**src/rtl/nco_phase_sched_if.sv**
```systemverilog
// nco_phase_sched_if: start/result handshake between the NCO
// scheduler and a downstream sin/cos CORDIC.
interface nco_phase_sched_if;
  logic               cordic_trig;
  logic [9:0]         cordic_phase;
  logic               cordic_vld;
  logic signed [12:0] cordic_sin;
  logic signed [12:0] cordic_cos;

  // scheduler side: issues phases, receives results
  modport master (
    output cordic_trig,
    output cordic_phase,
    input  cordic_vld,
    input  cordic_sin,
    input  cordic_cos
  );

  // CORDIC side: accepts phases, returns results
  modport slave (
    input  cordic_trig,
    input  cordic_phase,
    output cordic_vld,
    output cordic_sin,
    output cordic_cos
  );
endinterface

```
**src/rtl/nco_phase_sched.sv**
```systemverilog
// nco_phase_sched: phase-accumulator NCO that keeps exactly one
// CORDIC sin/cos conversion in flight and registers each result.
module nco_phase_sched #(
  parameter int FTW_W   = 16,
  parameter int TIMEOUT = 100
) (
  input  logic               sys_clk,
  input  logic               sys_rst,
  input  logic               enable,
  input  logic               load,
  input  logic [9:0]         phase_init,
  input  logic [FTW_W-1:0]   ftw,
  nco_phase_sched_if.master  cordic,
  output logic               out_vld,
  output logic signed [12:0] sin_out,
  output logic signed [12:0] cos_out,
  output logic [9:0]         out_phase,
  output logic [15:0]        sample_cnt,
  output logic               timeout_err
);

  localparam logic [1:0] IDLE  = 2'd0;
  localparam logic [1:0] ISSUE = 2'd1;
  localparam logic [1:0] WAIT  = 2'd2;

  // timer only has to reach TIMEOUT-1 before it expires
  localparam int TMR_W =
    (TIMEOUT > 1) ? $clog2(TIMEOUT) : 1;
  localparam logic [TMR_W-1:0] TMR_LAST =
    TMR_W'(TIMEOUT - 1);
  localparam logic [TMR_W-1:0] TMR_ONE =
    TMR_W'(1);

  logic [1:0]       state;
  logic [1:0]       state_nxt;
  logic [FTW_W-1:0] acc;
  logic [FTW_W-1:0] acc_load;
  logic [TMR_W-1:0] timer;
  logic [9:0]       issued;
  logic             in_idle;
  logic             in_issue;
  logic             in_wait;
  logic             capture;
  logic             expire;

  assign in_idle  = (state == IDLE);
  assign in_issue = (state == ISSUE);
  assign in_wait  = (state == WAIT);

  // the top ten accumulator bits address the 1024-step circle
  assign issued   = acc[FTW_W-1 -: 10];
  assign acc_load = {phase_init, {(FTW_W-10){1'b0}}};

  // results only count while a conversion is outstanding
  assign capture = in_wait && cordic.cordic_vld;
  assign expire  = in_wait && !cordic.cordic_vld
                   && (timer == TMR_LAST);

  // the trigger lasts exactly the single ISSUE cycle
  assign cordic.cordic_trig  = in_issue;
  assign cordic.cordic_phase = in_issue ? issued : 10'd0;

  // next-state decode; load wins over enable in IDLE
  always_comb begin
    state_nxt = state;
    unique case (state)
      IDLE: begin
        if (!load && enable)
          state_nxt = ISSUE;
      end
      ISSUE: begin
        state_nxt = WAIT;
      end
      WAIT: begin
        if (capture)
          state_nxt = enable ? ISSUE : IDLE;
        else if (expire)
          state_nxt = ISSUE;
      end
      default: begin
        state_nxt = IDLE;
      end
    endcase
  end

  // state register
  always_ff @(posedge sys_clk or posedge sys_rst) begin
    if (sys_rst)
      state <= IDLE;
    else
      state <= state_nxt;
  end

  // accumulator: loaded only when idle, advanced per result
  always_ff @(posedge sys_clk or posedge sys_rst) begin
    if (sys_rst)
      acc <= '0;
    else if (in_idle && load)
      acc <= acc_load;
    else if (capture)
      acc <= acc + ftw;
  end

  // wait timer: restarts on every issue, counts while waiting
  always_ff @(posedge sys_clk or posedge sys_rst) begin
    if (sys_rst)
      timer <= '0;
    else if (in_issue)
      timer <= '0;
    else if (in_wait && !capture)
      timer <= timer + TMR_ONE;
  end

  // sample registers hold their value between strobes
  always_ff @(posedge sys_clk or posedge sys_rst) begin
    if (sys_rst) begin
      sin_out   <= '0;
      cos_out   <= '0;
      out_phase <= '0;
    end else if (capture) begin
      sin_out   <= cordic.cordic_sin;
      cos_out   <= cordic.cordic_cos;
      out_phase <= issued;
    end
  end

  // strobe follows the accepted result by one cycle
  always_ff @(posedge sys_clk or posedge sys_rst) begin
    if (sys_rst)
      out_vld <= 1'b0;
    else
      out_vld <= capture;
  end

  // delivered-sample counter, free-running modulo 2^16
  always_ff @(posedge sys_clk or posedge sys_rst) begin
    if (sys_rst)
      sample_cnt <= '0;
    else if (capture)
      sample_cnt <= sample_cnt + 16'd1;
  end

  // sticky timeout flag, cleared only by reset
  always_ff @(posedge sys_clk or posedge sys_rst) begin
    if (sys_rst)
      timeout_err <= 1'b0;
    else if (expire)
      timeout_err <= 1'b1;
  end

endmodule

```
**src/flat_wrapper.sv**
```systemverilog
// flat-port wrapper written by rule: the top's interface ports become plain ports
module nco_phase_sched_flat 
#(
  parameter int FTW_W   = 16,
  parameter int TIMEOUT = 100
)
  (sys_clk, sys_rst, enable, load, phase_init, ftw, out_vld, sin_out, cos_out, out_phase, sample_cnt, timeout_err, cordic_cordic_trig, cordic_cordic_phase, cordic_cordic_vld, cordic_cordic_sin, cordic_cordic_cos);
  nco_phase_sched_if cordic_i ();
  input  logic sys_clk;
  input  logic sys_rst;
  input  logic enable;
  input  logic load;
  input  logic [9:0] phase_init;
  input  logic [FTW_W-1:0] ftw;
  output logic out_vld;
  output logic signed [12:0] sin_out;
  output logic signed [12:0] cos_out;
  output logic [9:0] out_phase;
  output logic [15:0] sample_cnt;
  output logic timeout_err;
  output wire logic [$bits(cordic_i.cordic_trig)-1:0] cordic_cordic_trig;
  output wire logic [$bits(cordic_i.cordic_phase)-1:0] cordic_cordic_phase;
  input wire logic [$bits(cordic_i.cordic_vld)-1:0] cordic_cordic_vld;
  input wire logic [$bits(cordic_i.cordic_sin)-1:0] cordic_cordic_sin;
  input wire logic [$bits(cordic_i.cordic_cos)-1:0] cordic_cordic_cos;
  assign cordic_cordic_trig = cordic_i.cordic_trig;
  assign cordic_cordic_phase = cordic_i.cordic_phase;
  assign cordic_i.cordic_vld = cordic_cordic_vld;
  assign cordic_i.cordic_sin = cordic_cordic_sin;
  assign cordic_i.cordic_cos = cordic_cordic_cos;
  nco_phase_sched #(.FTW_W(FTW_W), .TIMEOUT(TIMEOUT)) u_core (.sys_clk(sys_clk), .sys_rst(sys_rst), .enable(enable), .load(load), .phase_init(phase_init), .ftw(ftw), .cordic(cordic_i), .out_vld(out_vld), .sin_out(sin_out), .cos_out(cos_out), .out_phase(out_phase), .sample_cnt(sample_cnt), .timeout_err(timeout_err));
endmodule
```
**config.mk**
```make
export PLATFORM = sky130hd
export DESIGN_NAME = nco_phase_sched_flat
export DESIGN_NICKNAME = d
export VERILOG_FILES = /design/src/rtl/nco_phase_sched_if.sv /design/src/rtl/nco_phase_sched.sv /design/src/flat_wrapper.sv
export SDC_FILE = /design/constraint.sdc
export NUM_CORES = 1
export LEC_CHECK = 0
export BUFFER_PORTS_ARGS = -buffer_cell sky130_fd_sc_hd__clkbuf_2
export CORE_MARGIN = 2
export CORE_UTILIZATION = 30
export DETAILED_ROUTE_END_ITERATION = 8
export PLACE_DENSITY = 0.51
export SLEW_MARGIN = 25
export SYNTH_ARGS = -nofsm -noshare
export SYNTH_HDL_FRONTEND = slang
export SYNTH_SLANG_ARGS = --single-unit
```
**constraint.sdc**
```tcl
create_clock -name sys_clk -period 5.9 [get_ports sys_clk]
set_input_delay 1.18 -clock sys_clk [delete_from_list [all_inputs] [get_ports sys_clk]]
set_output_delay 1.18 -clock sys_clk [all_outputs]
set_load 0.005 [all_outputs]
```
# After elaboration in Yosys (flattened, before gate mapping)
# Cells that the tools add are included.
[word_totals] regBits=79 out_inout_bits=65 wordCells=40
[op_classes] add_sub_neg=3 eq_ne=5 mux=10 n_reduce_logical=13
[op_table] operator="$mux W16" count=2
[op_table] operator="$add A16 B1 Y16 const B" count=1
[op_table] operator="$add A16 B16 Y16" count=1
[op_table] operator="$mux W7" count=2
[op_table] operator="$mux W10" count=1
[op_table] operator="$add A7 B1 Y7 const B" count=1
[op_table] operator="$eq A7 B7 Y1 const B" count=1
[op_table] operator="$logic_and A1 B1 Y1" count=6
[op_table] operator="$mux W2" count=3
[op_table] operator="$pmux W2 S3" count=1
[op_table] operator="$reduce_bool A2 Y1" count=2
[op_table] operator="$logic_not A1 Y1" count=3
[op_table] operator="$ne A3 B3 Y1 const B" count=1
[op_table] operator="$eq A2 B1 Y1 const B" count=1
[op_table] operator="$eq A2 B2 Y1 const B" count=1
[op_table] operator="$logic_not A2 Y1" count=1
[op_table] operator="$ne A2 B2 Y1 const B" count=1
[op_table] operator="$reduce_and A2 Y1" count=1
[op_table] operator="$mux W1" count=1

# Depth between registers and ports, before layout
# Gate-level depths: netlist of run 1.
[logic_depth] ltp_word=6 ltp_mapped=8 mapped_depth_nobuf=7

# Worst setup path after synthesis of run 1
# OpenSTA, ideal clock, no wires.
[synth_path] path_kind="input-to-reg" startpoint="in ftw[0]" endpoint="reg u_core.acc[12]" arrival_time_ns=2.806 required_ns=5.776 slack_ns=2.970 cell_stages=7 n_path_buf=0 path_cell_list="ha_1 > fa_1 > a21oi_1 > o211ai_2 > nand4_1 > mux2_2 > or2_1"
[synth_via] elab_chain_len=3
[synth_rtl] element="start: declaration" line_no="flat_wrapper.sv:14" text="input logic [FTW_W-1:0] ftw;"
[synth_rtl] element="$add A16 B16 Y16" line_no="nco_phase_sched.sv:101" text="acc <= acc + ftw;"
[synth_rtl] element="$mux W16" line_no="nco_phase_sched.sv:100" text="else if (capture)"
[synth_rtl] element="$mux W16" line_no="nco_phase_sched.sv:98" text="else if (in_idle && load)"
[synth_rtl] element="end signal: assignment" line_no="nco_phase_sched.sv:99" text="acc <= acc_load;"
[synth_rtl] element="end signal: assignment" line_no="nco_phase_sched.sv:101"
[synth_rtl] element="end: declaration" line_no="nco_phase_sched.sv:36" text="logic [FTW_W-1:0] acc;"
# No other way between the ends. The select of a mux whose other input is x is not followed.
# A chain may end at the register's enable or synchronous reset.

# Worst setup path after layout of run 1
[layout_path] startpoint="in cordic_cordic_vld" endpoint="reg u_core.acc[12]"
[layout_via] elab_chain_len=2
[layout_rtl] element="start: declaration" line_no="flat_wrapper.sv:23" text="input wire logic [$bits(cordic_i.cordic_vld)-1:0] cordic_cordic_vld;"
[layout_rtl] element="$logic_and A1 B1 Y1" line_no="nco_phase_sched.sv:55" text="assign capture = in_wait && cordic.cordic_vld;"
[layout_rtl] element="$reduce_bool A2 Y1 (no line)"
# No other way between the ends.

==> results.toml, run 1 <==
[outcome]
status = "finished clean"

[flow_run]
drv_cap = 0

[logic_synthesis]
yosys_warnings = 0
synthFlopType = "dfrtp_1"
synth_edf_count = 0
async_flop_share_pct = 100
ys_seq_area_share_pct = 48.7
synthMuxAreaShare_pct = 1.54
yosys.area_share.simple_pct = 25.0
netlist_area_mm2 = 0.00406
ys_types = 52
synthCells = 445
synth_nets = 520
avgSynthCellArea_um2 = 9.12
synth_top_family_by_area = "simple AND/OR/NAND/NOR gates"
ys_ff_latch = 79
synth_compound_area_share_pct = 11.1
synthAdderAreaFrac_pct = 5.74
synth_xor_area_share_pct = 5.61

[place]
gp_congestion = 0.820
dp_worst_setup_slack_ps = 2100
portBuffers = 121
hpwl_um = 7740

[route]
drc_errors = 0
dr.pass1.iters = 4
vias = 3495
wirelength_um = 10700
drt_iter0_drc = 191
wl_per_cell_um = 14.3
avgViaCountPerCell = 4.70
drtAntennaViolNets = 0

[cells_and_area]
nNetsFinal = 639
drive_gt1_share_pct = 26.2
insertedDiodeCount = 0
syn_to_final_growth_pct = 26.6
n_fill_cell = 1405

[worst_setup_path]
cp.arrival_ps = 3570
r2r_slack_ps = 2980
critPathMaxFanout = 54
critPathKind = "input port to register"
worstPathRequired_ps = 6120
startpoint_type = "input port"
critPathCaptureType = "register"

[clocking]
postCtsHoldBufs = 0
clk_pin_slew_worst_paths_ps = 60
cts-root-buf = "clkbuf_16"
cts_tree = "built"
cts_made_buffers = 9
cts_max_path_buffers = 2
clk_latency_ps = 340
numClockSinks = 79
cts.repair.resized = 0
h-tree-depth = 3
post_cts_buffers = 0

[timing]
rsz0062_at_grt = "false"
fin_ws_ps = 2550
final_hold_viol_count = 0
whs_ps = 459
relSlewSlack_pct = 42.4
worst_pin_slew_ps = 863
drv_slew = 0
tns_ps = 0
layout_min_cycle_time_ps = 3350
clock_skew_ps = 6.02
finalCritPeriodShare_pct = 56.8
fmax_mhz = 299
setup_viol = 0

[power]
power_switching_uw = 852
p_comb_share_pct = 35.7
p_seq_share_pct = 38.5
power_switching_share_pct = 36.9
ir_worst_vdd_mv = 0.192
p_leak_uw = 0.00269
clock_power_share_pct = 25.8
p_int_uw = 1460
p_per_area_mw_per_mm2 = 450

[die]
die_area_mm2 = 0.0145
die_w_um = 120
initial_core_util_pct = 30.6
io_pins = 122
core_mm2 = 0.0132
die_h_um = 120
rows = 42

[global_route]
antenna_found_initial = 0
grt_pass1_vias = 3443
grt_pass1_wl_um = 17400
track_usage_pct = 15.3
grt_max_degree = 55
gr-total-overflow = 0

[hold_path]
hp-class = "register to register"
## registers in the layout, indices dropped and copies added (netlist names)
signal / flops
u_core.acc: 16
u_core.sample_cnt: 16
u_core.cos_out: 13
u_core.sin_out: 13
u_core.out_phase: 10
u_core.timer: 7
u_core.state: 2
u_core.out_vld: 1
u_core.timeout_err: 1
## kinds of logic after synthesis
group,after synthesis
muxes,6
AOI/OAI and AO/OA,73
and+or+nand+nor,222
xor gates and xnor gates,26
buffers and inverters,21
DFF,79
adders and majority gates,18
## critical path, stage by stage
cell and delay, ps:
clkbuf_2 170, nand3b_4 490, inv_2 880, nor2_2 330, a22oi_1 230, nand2_1 60, or2_1 200
## routing by layer
| layer | vias to the layer above | GRT usage, % | wire, um |
|---|---|---|---|
| met5 | - | 0 | 0 |
| met2 | 99 | 23.4 | 4660 |
| met1 | 1637 | 21.3 | 5180 |
| li1 | 1748 | - | - |
| met4 | 0 | 3.92 | 97 |
| met3 | 11 | 4.29 | 717 |
## worst paths after layout
kind,startpoint,endpoint,cells past startpoint
worst max-delay path,cordic_cordic_vld,u_core.acc[12],7
worst min-delay path,u_core.timeout_err,u_core.timeout_err,1
worst max register to register,u_core.state[0],u_core.acc[12],6
worst min register to register,u_core.timeout_err,u_core.timeout_err,1
max in group asynchronous,sys_rst,u_core.cos_out[11],3
min in group asynchronous,sys_rst,u_core.cos_out[12],2
## cell usage in the layout, fill, tap and decap left out, types with 5 or more instances in the layout
master     synthesis  final
a21oi_1           18     18
a22oi_1            5      5
and2_1            11     11
clkbuf_16          0      9
clkbuf_2           0    121
dfrtp_1           79     79
ha_1              17     17
inv_1              6      5
nand2_1          148    148
nand3_1            8      8
nand4_1            6      6
nor2_1            22     22
nor3_1             6      6
o21ai_0           27     27
xnor2_1           15     15
xor2_1            11     11
## cells in the mapped netlist (3+ instances only)
cell type	number	area [um2]
nand3_1	8	40.0
nand2b_1	3	18.8
and2_1	11	68.8
inv_1	6	22.5
mux2i_1	4	40.0
a21oi_1	18	90.1
and3_1	4	25.0
xor2_1	11	96.3
o21ai_0	27	135
dfrtp_1	79	1980
nor3_1	6	30.0
clkbuf_1	10	37.5
xnor2_1	15	131
nand2_1	148	556
a31oi_1	3	18.8
nor2_1	22	82.6
nand4_1	6	37.5
o211ai_1	3	22.5
a22oi_1	5	37.5
ha_1	17	213
## power by group through the flow
| stage | Combinational (uW) | Sequential (uW) | Clock [uW] |
|---|---|---|---|
| finish | 826 | 891 | 596 |
| global placement | 816 | 898 | 0 |
| global route | 935 | 921 | 640 |
| floorplan | 531 | 868 | 0 |
| detailed placement | 829 | 898 | 0 |
| CTS | 831 | 893 | 616 |
## final cells by class
cell class / instances / area (um2) / area share, %
repair buffers: 122 / 613 / 11.9
well taps: 176 / 220 / 4.29
multi-input cells: 345 / 1990 / 38.7
flip-flops and latches: 79 / 1980 / 38.5
inverters: 7 / 27.5 / 0.536
clock buffers: 9 / 225 / 4.38
clock inverters: 6 / 86.3 / 1.68
## metrics by stage
stage | total power [uW] | instances | area, um2 | util, %
3_3_place_gp | 1710 | 729 | 4830 | 36.4
4_1_cts | 2340 | 744 | 5140 | 38.8
2_1_floorplan | 1400 | 445 | 4060 | -
5_1_grt | 2500 | 744 | 5140 | 38.8
3_5_place_dp | 1730 | 729 | 4830 | 36.4
6_report | 2310 | 744 | 5140 | 38.8
(Power assumes the default switching activity.)
==> run 2, diff against run 1 <==
--- a/config.mk
+++ b/config.mk
@@ -5,6 +5,7 @@
 export SDC_FILE = /design/constraint.sdc
 export NUM_CORES = 1
 export LEC_CHECK = 0
+export ABC_AREA = 1
 export BUFFER_PORTS_ARGS = -buffer_cell sky130_fd_sc_hd__clkbuf_2
 export CORE_MARGIN = 2
 export CORE_UTILIZATION = 30
==> constraint.sdc (replaced) <==
create_clock -name sys_clk -period 3.3 [get_ports sys_clk]
set_input_delay 0.66 -clock sys_clk [delete_from_list [all_inputs] [get_ports sys_clk]]
set_output_delay 0.66 -clock sys_clk [all_outputs]
set_load 0.005 [all_outputs]
==> run 2 against run 1 <==
Utilization up 0.35 points. Worst hold slack worse by 190 ps. Sequential power up 78%. Clock-buffer cell count up 3. Synthesized area up 5.8%. Cell area up 6.2%. Global-route usage down 0.51 points. Critical path depth down 2. Critical path type is now register to primary output. Largest cell class is now flip-flops and latches. Largest power group is now combinational cells. Highest routed layer unchanged.
==> results.toml, run 2 <==
[timing]
whs_ps = 265
setup_viol = 0
finalCritPeriodShare_pct = 72.0
tns_ps = 0
rsz0062_at_grt = "false"
relSlewSlack_pct = 63.5
fmax_mhz = 421
drv_slew = 0
layout_min_cycle_time_ps = 2380
worst_pin_slew_ps = 546
final_hold_viol_count = 0
clock_skew_ps = 10.1

[clocking]
cts_max_path_buffers = 2
post_cts_buffers = 0
clk_latency_ps = 330
cts_made_buffers = 9
clk_pin_slew_worst_paths_ps = 60
h-tree-depth = 3
cts.repair.resized = 0
numClockSinks = 79
cts-root-buf = "clkbuf_16"
cts_tree = "built"
postCtsHoldBufs = 0

[logic_synthesis]
async_flop_share_pct = 100
synthTopCellsByCount = "nand2_1 (221), dfrtp_1 (79), inv_1 (77)"
ys_seq_area_share_pct = 46.1
yosys_warnings = 0
synth_nets = 647
ys_types = 32
synth_top_area_share_pct = 46.1
synthFlopType = "dfrtp_1"
yosysTopAreaCell = "dfrtp_1"
ys_ff_latch = 79
synth.most_common_cell = "nand2_1"
synth_edf_count = 0
synthCells = 572
netlist_area_mm2 = 0.00429
synth_area_leaders = "dfrtp_1 (46%), nand2_1 (19%), inv_1 (6.7%)"
avgSynthCellArea_um2 = 7.50

[die]
io_pins = 122
core_mm2 = 0.0139
die_w_um = 124
die_area_mm2 = 0.0153
initial_core_util_pct = 30.8
rows = 43
die_h_um = 124

[route]
wl_per_cell_um = 12.3
drt_iter0_drc = 211
wirelength_um = 10800
drtAntennaViolNets = 0
dr.pass1.iters = 5
vias = 3873
drc_errors = 0
avgViaCountPerCell = 4.40

[flow_run]
drv_cap = 0

[cells_and_area]
reg_top3 = "u_core.acc: 16 flops, u_core.sample_cnt: 16 flops"
most-common-layout-cells = "nand2_1 (221), clkbuf_2 (121), dfrtp_1 (79), inv_1 (76), nor2_1 (39)"
nNetsFinal = 771
final_common_cell = "nand2_1"
syn_to_final_growth_pct = 27.1
insertedDiodeCount = 0
drive_gt1_share_pct = 22.6
final_cells = 880

[power]
p_leak_uw = 0.00317
ir_worst_vdd_mv = 0.286
p_per_area_mw_per_mm2 = 852

[worst_setup_path]
critPathMaxFanout = 16
worstPathRequired_ps = 2640
startpoint_type = "register"
critPathBufInv = 3
cp.arrival_ps = 1720
critPathKind = "register to primary output"
critPathCaptureType = "primary output"
slowest_delay_ps = 360
cp_cell_sequence = "inv_1 -> nor2_1 -> inv_1 -> nor2_1 -> clkbuf_2"
crit_family = "buffers and inverters"
slowest_stage = "dfrtp_1"

[place]
place_inst = 865
hpwl_um = 8300
gp_congestion = 0.844
portBuffers = 121

[global_route]
grt_pass1_vias = 3603
antenna_found_initial = 0
gr-total-overflow = 0
track_usage_pct = 14.8
grt_max_degree = 35
grt_pass1_wl_um = 17500

[hold_path]
hp-class = "input port to asynchronous set/reset pin"

[outcome]
status = "finished clean"
run 2: cell count changes after synthesis, moves of 4 or more:
| cell | delta |
|---|---|
| nand2_1 | +73 |
| and2_1 | -9 |
| mux2i_1 | -4 |
| nor2_1 | +17 |
| xor2_1 | -6 |
| inv_1 | +71 |
| xnor2_1 | -6 |
| nand2_2 | +4 |
| nand3_1 | +23 |
| a21oi_1 | -4 |
| a22oi_1 | -5 |
run 2: cells by family after synthesis:
family,count (synthesis),synth area share [%]
fa+ha+maj,18,5.42
flops,79,46.1
compound gates,48,6.06
buf+inv,92,8.13
simple gates,321,31.5
xor+xnor,14,2.86
run 2: per-stage QoR:
stage | setup slack [ps] | power [uW] | utilization, % | instance area (um2)
after global placement | 1010 | 3510 | 36.7 | 5110
after CTS | 904 | 4720 | 39.1 | 5460
final | 923 | 4650 | 39.1 | 5460
after floorplan | 617 | 2840 | - | 4290
after global routing | 753 | 5090 | 39.1 | 5460
after detailed placement | 918 | 3530 | 36.7 | 5110
run 2: final timing paths:
path                                  startpoint                endpoint  slack (ps)  depth (start not counted)
hold / removal                           sys_rst           u_core.acc[6]         260                          2
max in group asynchronous                sys_rst   u_core.sample_cnt[12]        2310                          3
hold reg to reg            u_core.sample_cnt[15]   u_core.sample_cnt[15]         470                          1
setup reg to reg                 u_core.state[1]           u_core.acc[2]        1210                          6
setup / recovery                 u_core.state[0]  cordic_cordic_phase[3]         920                          5
min in group sys_clk       u_core.sample_cnt[15]   u_core.sample_cnt[15]         470                          1
run 2: cell type report:
type / count / area [um2]
clock buffer: 12 / 256
tap: 180 / 225
fill: 1477 / 8480
timing repair buffer: 126 / 643
multi-input combinational: 401 / 1970
clock inverter: 3 / 90.1
sequential: 79 / 1980
inverter: 79 / 298
run 2: metal layers:
metal	up-vias	routed length (um)	track usage (%)	share of wire [%]
li1	2012	-	-	-
met1	1760	5110	20.0	47
met4	0	89	4.05	0.82
met3	4	606	3.71	5.6
met5	-	0	0	0
met2	97	5010	23.5	46
run 2: worst register-to-register path, cell delays in order (launching register included):
cell and delay [ps]:
dfrtp_1 400, inv_2 60, nor2_1 110, nand2_2 340, nand2_1 440, inv_1 330, a32o_1 300
run 2: report_power, final:
part	switching, uW	internal (uW)	total, uW
Combinational	1150	752	1910
Clock	381	777	1160
Sequential	260	1330	1590
Total	1800	2850	4650
